$ cat config.mk
export PLATFORM = sky130hd
export DESIGN_NAME = instruction_encoder
export DESIGN_NICKNAME = d
export VERILOG_FILES = /design/src/rtl/instruction_encoder.sv
export SDC_FILE = /design/constraint.sdc
export NUM_CORES = 1
export LEC_CHECK = 0
export ABC_AREA = 0
export CAP_MARGIN = 20
export CORE_AREA = 2 2 96 98
export CTS_BUF_LIST = sky130_fd_sc_hd__clkbuf_4 sky130_fd_sc_hd__clkbuf_8
export CTS_CLUSTER_SIZE = 40
export DETAILED_ROUTE_END_ITERATION = 8
export DIE_AREA = 0 0 98 100
export PLACE_DENSITY = 0.76
export SLEW_MARGIN = 40
export SYNTH_ARGS = -nofsm -noshare
export SYNTH_HDL_FRONTEND = slang
export SYNTH_SLANG_ARGS = --single-unit
$ cat constraint.sdc
create_clock -name clk -period 2.3 [get_ports clk]
set_clock_uncertainty 0.15 [all_clocks]
set_input_delay 0.46 -clock clk [delete_from_list [all_inputs] [get_ports clk]]
set_output_delay 0.46 -clock clk [all_outputs]
set_load 0.01 [all_outputs]
$ cat src/rtl/instruction_encoder.sv
// instruction_encoder: packs instruction fields into 16-bit words, buffers them in a small
// FIFO and streams them into instruction memory starting at a captured base address.
//
// Optional feature: define ENC_ILLEGAL_CHECK_EN to drop opcode=000 words and raise the
// sticky err_illegal flag (the err_illegal port exists only in that build).
//
// Ports:
//   clk, rst_n              clock, asynchronous active-low reset
//   start, base_addr        open a load session (IDLE only), first write address
//   in_valid/in_ready       field-input handshake, in_last marks the session's final word
//   opcode..imm5            instruction fields to encode
//   mem_we/mem_addr/
//   mem_wdata/mem_ready     instruction-memory write port
//   busy, done, word_count  session status
//   err_illegal             sticky illegal-opcode flag (ENC_ILLEGAL_CHECK_EN only)
module instruction_encoder #(
   parameter int unsigned ADDR_W = 8,
   parameter int unsigned DEPTH  = 4
) (
   input  logic              clk,
   input  logic              rst_n,
   input  logic              start,
   input  logic [ADDR_W-1:0] base_addr,
   input  logic              in_valid,
   output logic              in_ready,
   input  logic              in_last,
   input  logic [2:0]        opcode,
   input  logic [1:0]        op,
   input  logic [2:0]        Rn,
   input  logic [2:0]        Rd,
   input  logic [1:0]        sh,
   input  logic [2:0]        Rm,
   input  logic [7:0]        imm8,
   input  logic [4:0]        imm5,
   output logic              mem_we,
   output logic [ADDR_W-1:0] mem_addr,
   output logic [15:0]       mem_wdata,
   input  logic              mem_ready,
   output logic              busy,
   output logic              done,
   output logic [ADDR_W:0]   word_count
`ifdef ENC_ILLEGAL_CHECK_EN
   ,
   output logic              err_illegal
`endif
);

   localparam int unsigned PtrW = $clog2(DEPTH);
   localparam int unsigned CntW = PtrW + 1;
   localparam int unsigned WcW  = ADDR_W + 1;

   typedef enum logic [1:0] {StIdle, StRun, StDrain, StDone} state_e;

   state_e              state_q, state_d;
   logic [15:0]         fifo_q [DEPTH];
   logic [PtrW-1:0]     wr_ptr_q, rd_ptr_q;
   logic [CntW-1:0]     cnt_q;
   logic [ADDR_W-1:0]   addr_q;
   logic [ADDR_W:0]     wc_q;
   logic [15:0]         enc_word;
   logic                fifo_empty, fifo_full;
   logic                accept, push, pop, start_ok;

   assign fifo_empty = (cnt_q == '0);
   assign fifo_full  = (cnt_q == CntW'(DEPTH));
   assign start_ok   = (state_q == StIdle) && start;

   // No bypass when full: a pop in the same cycle does not open the input.
   assign in_ready = (state_q == StRun) && !fifo_full;
   assign accept   = in_valid && in_ready;
   assign mem_we   = ((state_q == StRun) || (state_q == StDrain)) && !fifo_empty;
   assign pop      = mem_we && mem_ready;

   // Gated so the write port reads zero whenever nothing is buffered (incl. reset).
   assign mem_wdata  = fifo_empty ? 16'h0000 : fifo_q[rd_ptr_q];
   assign mem_addr   = addr_q;
   assign word_count = wc_q;
   assign busy       = (state_q != StIdle);
   assign done       = (state_q == StDone);

   always_comb begin
      enc_word = {opcode, op, Rn, Rd, sh, Rm};
      if (opcode == 3'b110 && op == 2'b10) begin
         enc_word = {opcode, op, Rn, imm8};
      end else if (opcode == 3'b011 || opcode == 3'b100) begin
         enc_word = {opcode, op, Rn, Rd, imm5};
      end
   end

`ifdef ENC_ILLEGAL_CHECK_EN
   logic illegal;
   logic err_q;

   assign illegal     = (opcode == 3'b000);
   assign push        = accept && !illegal;
   assign err_illegal = err_q;

   always_ff @(posedge clk or negedge rst_n) begin
      if (!rst_n) begin
         err_q <= 1'b0;
      end else if (start_ok) begin
         err_q <= 1'b0;
      end else if (accept && illegal) begin
         err_q <= 1'b1;
      end
   end
`else
   assign push = accept;
`endif

   always_comb begin
      state_d = state_q;
      unique case (state_q)
         StIdle:  if (start) state_d = StRun;
         // An illegal last word still ends the input phase.
         StRun:   if (accept && in_last) state_d = StDrain;
         StDrain: if (fifo_empty) state_d = StDone;
         StDone:  state_d = StIdle;
         default: state_d = StIdle;
      endcase
   end

   always_ff @(posedge clk or negedge rst_n) begin
      if (!rst_n) begin
         state_q  <= StIdle;
         wr_ptr_q <= '0;
         rd_ptr_q <= '0;
         cnt_q    <= '0;
         addr_q   <= '0;
         wc_q     <= '0;
      end else begin
         state_q <= state_d;
         if (push) wr_ptr_q <= wr_ptr_q + PtrW'(1);
         if (pop)  rd_ptr_q <= rd_ptr_q + PtrW'(1);
         if (push && !pop) begin
            cnt_q <= cnt_q + CntW'(1);
         end else if (pop && !push) begin
            cnt_q <= cnt_q - CntW'(1);
         end
         if (start_ok) begin
            addr_q <= base_addr;
            wc_q   <= '0;
         end else if (pop) begin
            addr_q <= addr_q + ADDR_W'(1);
            wc_q   <= wc_q + WcW'(1);
         end
      end
   end

   // Storage needs no reset: occupancy gates every read.
   always_ff @(posedge clk) begin
      if (push) fifo_q[wr_ptr_q] <= enc_word;
   end

endmodule

=== Word level (Yosys, flattened, before mapping) ===
Memories as Yosys holds them, arrays and structs flattened.
Cells that the tools add are included.

* Flip-flop bits (word level): 26
* RAM bits: 64
* Input port bits: 43
* Output and inout port bits: 37
* Word-level logic and storage cells: 60
* Memories kept: 1

{| class="wikitable"
|+ Memory list
! memory !! words !! width !! read ports !! clocked after memory_dff !! write ports !! line !! RTL
|-
| fifo_q || 4 || 16 || 1 || 0 || 1 || 55 || <nowiki>logic [15:0] fifo_q [DEPTH];</nowiki>
|}

* Add/sub/neg operators: 6
* Eq/ne operators: 11
* Muxes and demuxes: 15
* Reductions and logical operators: 21

{| class="wikitable"
|+ Operators by type and width
! cell !! count
|-
| $mux 8 || 3
|-
| $mux 9 || 2
|-
| $mux 16 || 1
|-
| $add 9x1->9 const B || 1
|-
| $eq 3x3->1 const B || 3
|-
| $logic_and 1x1->1 || 9
|-
| $add 8x1->8 const B || 1
|-
| $pmux 2 s4 || 1
|-
| $eq 2x2->1 const B || 3
|-
| $mux 2 || 3
|-
| $mux 3 || 2
|-
| $reduce_bool 2->1 || 3
|-
| $mux 5 || 1
|-
| $add 2x1->2 const B || 2
|-
| $logic_not 1->1 || 4
|-
| $ne 2x2->1 const B || 2
|-
| $add 3x1->3 const B || 1
|-
| $eq 3x2->1 const B || 1
|-
| $logic_not 3->1 || 1
|-
| $reduce_and 3->1 || 1
|-
| $sub 3x1->3 const B || 1
|-
| $eq 2x1->1 const B || 1
|-
| $logic_not 2->1 || 1
|-
| $logic_or 1x1->1 || 2
|-
| 2 further kinds || 3
|}

=== Depth between registers and ports, before layout ===
* Depth in word-level cells: 8
* Gate-level depth with buffers: 10
* Gate-level depth less buffers: 10

=== Worst setup path after synthesis ===
Ideal clock, no wire load.

* Path kind: reg-to-reg
* From: register state_q[1]
* To: register cnt_q[2]
* Setup time: 0.079 ns
* Arrival time: 2.157 ns
* Required time: 2.071 ns
* Setup slack: -0.086 ns
* Cell stages (with the launch flop): 11
* Buffers on the path: 0
* Clock period less this slack: 2.386 ns
* Cells stage by stage: dfrtp_1 inv_1 ha_1 nor2b_1 and2_1 ha_1 inv_1 fa_1 xor2_1 nor2_1 xor2_1

* Elaborated cells between the ends (all ways): 13
* Classes of those cells: 2 x eq/ne; 1 x mux; 10 x reduce/logical

{| class="wikitable"
|+ RTL lines
! item !! line !! RTL
|-
| from (decl) || 54 || <nowiki>state_e state_q, state_d;</nowiki>
|-
| from (signal assigned) || 125 || <nowiki>state_q <= StIdle;</nowiki>
|-
| from (signal assigned) || 132 || <nowiki>state_q <= state_d;</nowiki>
|-
| $eq 2x1->1 * || 69 || <nowiki>assign in_ready = (state_q == StRun) && !fifo_full;</nowiki>
|-
| $logic_and 1x1->1 * || 69 ||
|-
| via in_ready || 25 || <nowiki>output logic in_ready,</nowiki>
|-
| $logic_and 1x1->1 * || 70 || <nowiki>assign accept = in_valid && in_ready;</nowiki>
|-
| via accept || 62 || <nowiki>logic accept, push, pop, start_ok;</nowiki>
|-
| $logic_not 1->1 || 137 || <nowiki>end else if (pop && !push) begin</nowiki>
|-
| $logic_and 1x1->1 || 137 ||
|-
| $reduce_bool 2->1 (no source line) || - ||
|-
| to (signal assigned) || 136 || <nowiki>cnt_q <= cnt_q + CntW'(1);</nowiki>
|-
| to (signal assigned) || 138 || <nowiki>cnt_q <= cnt_q - CntW'(1);</nowiki>
|-
| to (decl) || 57 || <nowiki>logic [CntW-1:0] cnt_q;</nowiki>
|}

Mark *: on every way through the listed nets, which the timed path passes. The rest lies on a longest branch.
A chain may end at the register's enable or synchronous reset.

=== Worst setup path in the final report ===
* From: register rd_ptr_q[0]
* To: output port mem_wdata[2]

* Longest elaborated chain between the ends: 2

{| class="wikitable"
|+ RTL lines
! item !! line !! RTL
|-
| from (decl) || 56 || <nowiki>logic [PtrW-1:0] wr_ptr_q, rd_ptr_q;</nowiki>
|-
| from (signal assigned) || 134 || <nowiki>if (pop) rd_ptr_q <= rd_ptr_q + PtrW'(1);</nowiki>
|-
| $mem_v2 4x16 || - ||
|-
| $mux 16 || 75 || <nowiki>assign mem_wdata = fifo_empty ? 16'h0000 : fifo_q[rd_ptr_q];</nowiki>
|-
| to (decl) || 37 || <nowiki>output logic [15:0] mem_wdata,</nowiki>
|}

Every way passes these cells.

==> flow_summary.ini <==
[logic_synthesis]
seq_area_frac_synth_pct = 63.1
synth_common_cells = edfxtp_1 (64), dfrtp_1 (26), nand2_1 (25)
syn_area_sq_um = 4070
synth_edf_count = 64
syn_inst = 272
synth_top_area_share_pct = 47.2
synth-warning-count = 0
synth_ff_type = edfxtp_1
synth_area_leaders = edfxtp_1 (47%), dfrtp_1 (16%), mux4_2 (8.8%), ha_1 (3.7%), nor2b_1 (2.5%)
yosysMostFrequentCell = edfxtp_1
synth_nets = 328
async_flop_share_pct = 28.9
yosysUniqueCellTypes = 37
avgSynthCellArea_sq_um = 15.0
synth_top_area_cell = edfxtp_1
ys_seq_elements = 90

[cells_and_area]
nFillCells = 696
num_antenna_cells = 0
fin_cells = 499
drive_above_1_share_pct = 26.0
multi_input_area_sq_um = 1480
final_nets = 439
fin_area_sq_um = 5480
seqCellArea_sq_um = 2570
syn_to_final_growth_pct = 34.6

[hold_path]
hold_path_class = input port to asynchronous set/reset pin

[timing]
setup_ws_ps = -67.7
final_hold_viol_count = 0
worstMarginPinSlew_ps = 347
fmax_ghz = 0.422
drv_slew = 0
rsz0062_at_grt = yes
max_slew_margin_pct = 76.9
min_period_over_period_pct = 103
finalSetupViolCount = 9
final.min_clock_period_ps = 2370

[run_status]
violations = negative setup slack
outcome = finished, violations left

[global_route]
grt_pass1_wl_mm = 12.9
antenna_found_initial = 0
gr-total-overflow = 0
grt_pass1_vias = 2623
grt_max_degree = 27
track_usage_pct = 16.9

[floorplanning]
die_area_sq_um = 9800
num_rows = 35
core_sq_um = 8890
die_h_um = 100
initial_core_util_pct = 45.8
fp.dieW_um = 98
design.portCount = 80

[worst_setup_path]
start_kind = flip-flop
worst_setup_path_end_kind = primary output
critPathMaxFanout = 7
worst_ep_required_time_ps = 1690
cp.arrival_ps = 1760
worstSetupPathType = flip-flop to primary output

[routing]
drcViolationCount = 0
routed_via_density = 5.11
wl_mm = 7.90
vias = 2550
drt_first_pass_iters = 5
detail-route-antenna-nets = 0
first_iter_violations = 150
avgRoutedWirePerCell_um = 15.8

[cts]
root_buffer = clkbuf_8
insertion_delay_ps = 350
cts_sinks = 90
h-tree-depth = 3
clock_tree.buffer_depth = 2
cts_made_buffers = 9
path_clk_slew_ps = 100
cts_tree = yes

[place]
portBuffers = 79
placed_area_sq_um = 5220
placedCellCount = 476
gp_congestion = 0.816
dp_hpwl_mm = 5.28
post-place-ws_ps = -102

[power_and_ir_drop]
max-vdd-ir-drop_mv = 0.559
totalPowerFinal_uw = 6170
power.density_nw_per_um2 = 1130
p_leak_uw = 0.00209

[run]
maxCapViolCount = 0
==> power by group <==
part | total (uW) | internal (uW) | switching (uW) | leakage [uW]
Sequential | 2300 | 2040 | 262 | 0.000901
Combinational | 2770 | 1520 | 1240 | 0.00109
Clock | 1100 | 521 | 578 | 0.000103
==> registers in the layout, indices dropped and copies added, names as in the netlist <==
| name | flops |
|---|---|
| cnt_q | 3 |
| word_count | 9 |
| state_q | 2 |
| mem_addr | 8 |
| fifo_q | 64 |
| wr_ptr_q | 2 |
| rd_ptr_q | 2 |
==> per-stage QoR <==
step	hold WS, ps	util [%]	setup TNS, ps
2_1_floorplan	14.4	-	0
5_1_grt	332	61.7	-1350
3_3_place_gp	380	58.7	-88.1
6_report	318	61.7	-516
4_1_cts	317	61.2	-1170
3_5_place_dp	398	58.7	-217
==> placed cells by master (no fill, tap or decap), types with 2 or more instances in the layout <==
cell and n:
edfxtp_1 64, clkdlybuf4s50_1 59, nand2_1 25, dfrtp_1 24, buf_4 20, mux4_2 16
buf_2 15, nor2b_1 14, nor2_1 13, xnor2_1 11, xor2_1 9, ha_1 9
clkbuf_8 9, o21ai_1 8, buf_12 8, mux2i_1 6, nand4_1 6, and3_1 5
nand3_1 5, inv_1 4, mux2_2 4, o21ai_0 4, nor3_1 3, nand2b_1 3
inv_6 3, dlygate4sd2_1 3, buf_6 3, and2b_1 2, inv_2 2, nor2b_4 2
a21oi_1 2, nor3_2 2, mux2_1 2, ha_4 2, dfrtp_2 2
==> worst max-delay path, cell delays in order (launching register included) <==
cell and delay (ps):
dfrtp_2 400, buf_6 120, buf_12 120, mux4_2 490, nor2b_1 150, buf_2 140
==> worst paths after layout <==
path	start	endpoint	slack (ps)	depth (start not counted)
hold reg to reg	word_count[8]	word_count[8]	400	2
setup reg to reg	cnt_q[1]	cnt_q[1]	100	7
setup / recovery	rd_ptr_q[0]	mem_wdata[2]	-70	5
hold / removal	rst_n	state_q[1]	320	2
min in group clk	word_count[8]	word_count[8]	400	2
max in group asynchronous	rst_n	rd_ptr_q[0]	1390	2
==> layout make-up <==
| type | count | share of cell area, % |
|---|---|---|
| Multi-Input combinational cell | 166 | 27.0 |
| Timing Repair Buffer | 109 | 19.1 |
| Inverter | 7 | 0.525 |
| Sequential cell | 90 | 47.0 |
| Clock inverter | 7 | 1.55 |
| Tap cell | 111 | 2.53 |
| Clock buffer | 9 | 2.26 |
==> layer usage <==
metal / part of all wire (%) / vias up / GRT usage [%]
li1: - / 1218 / -
met1: 45 / 1265 / 23.7
met2: 50 / 60 / 27.2
met3: 3.3 / 7 / 3.48
met4: 1.1 / 0 / 4.49
met5: 0 / - / 0
==> kinds of logic (layout without fill, tap and decap cells) <==
group	after synthesis	after routing	synth area share, %
AO/OA/AOI/OAI	18	18	2.83
flip-flops	90	90	63.1
XOR/XNOR	20	20	4.30
AND/OR/NAND/NOR	87	87	11.8
adder cells (fa/ha/maj)	13	13	4.18
buffers and inverters	16	132	1.81
multiplexers	28	28	12.0
==> timing repair <==
item	4_1_cts	5_1_grt
pin swaps	0	2
buffers inserted	5	2
gates resized for setup	72	14
setup endpoints to repair	19	19
hold buffers	0	0
gates cloned	1	0
Note: power is estimated with default switching activity, not from simulation.
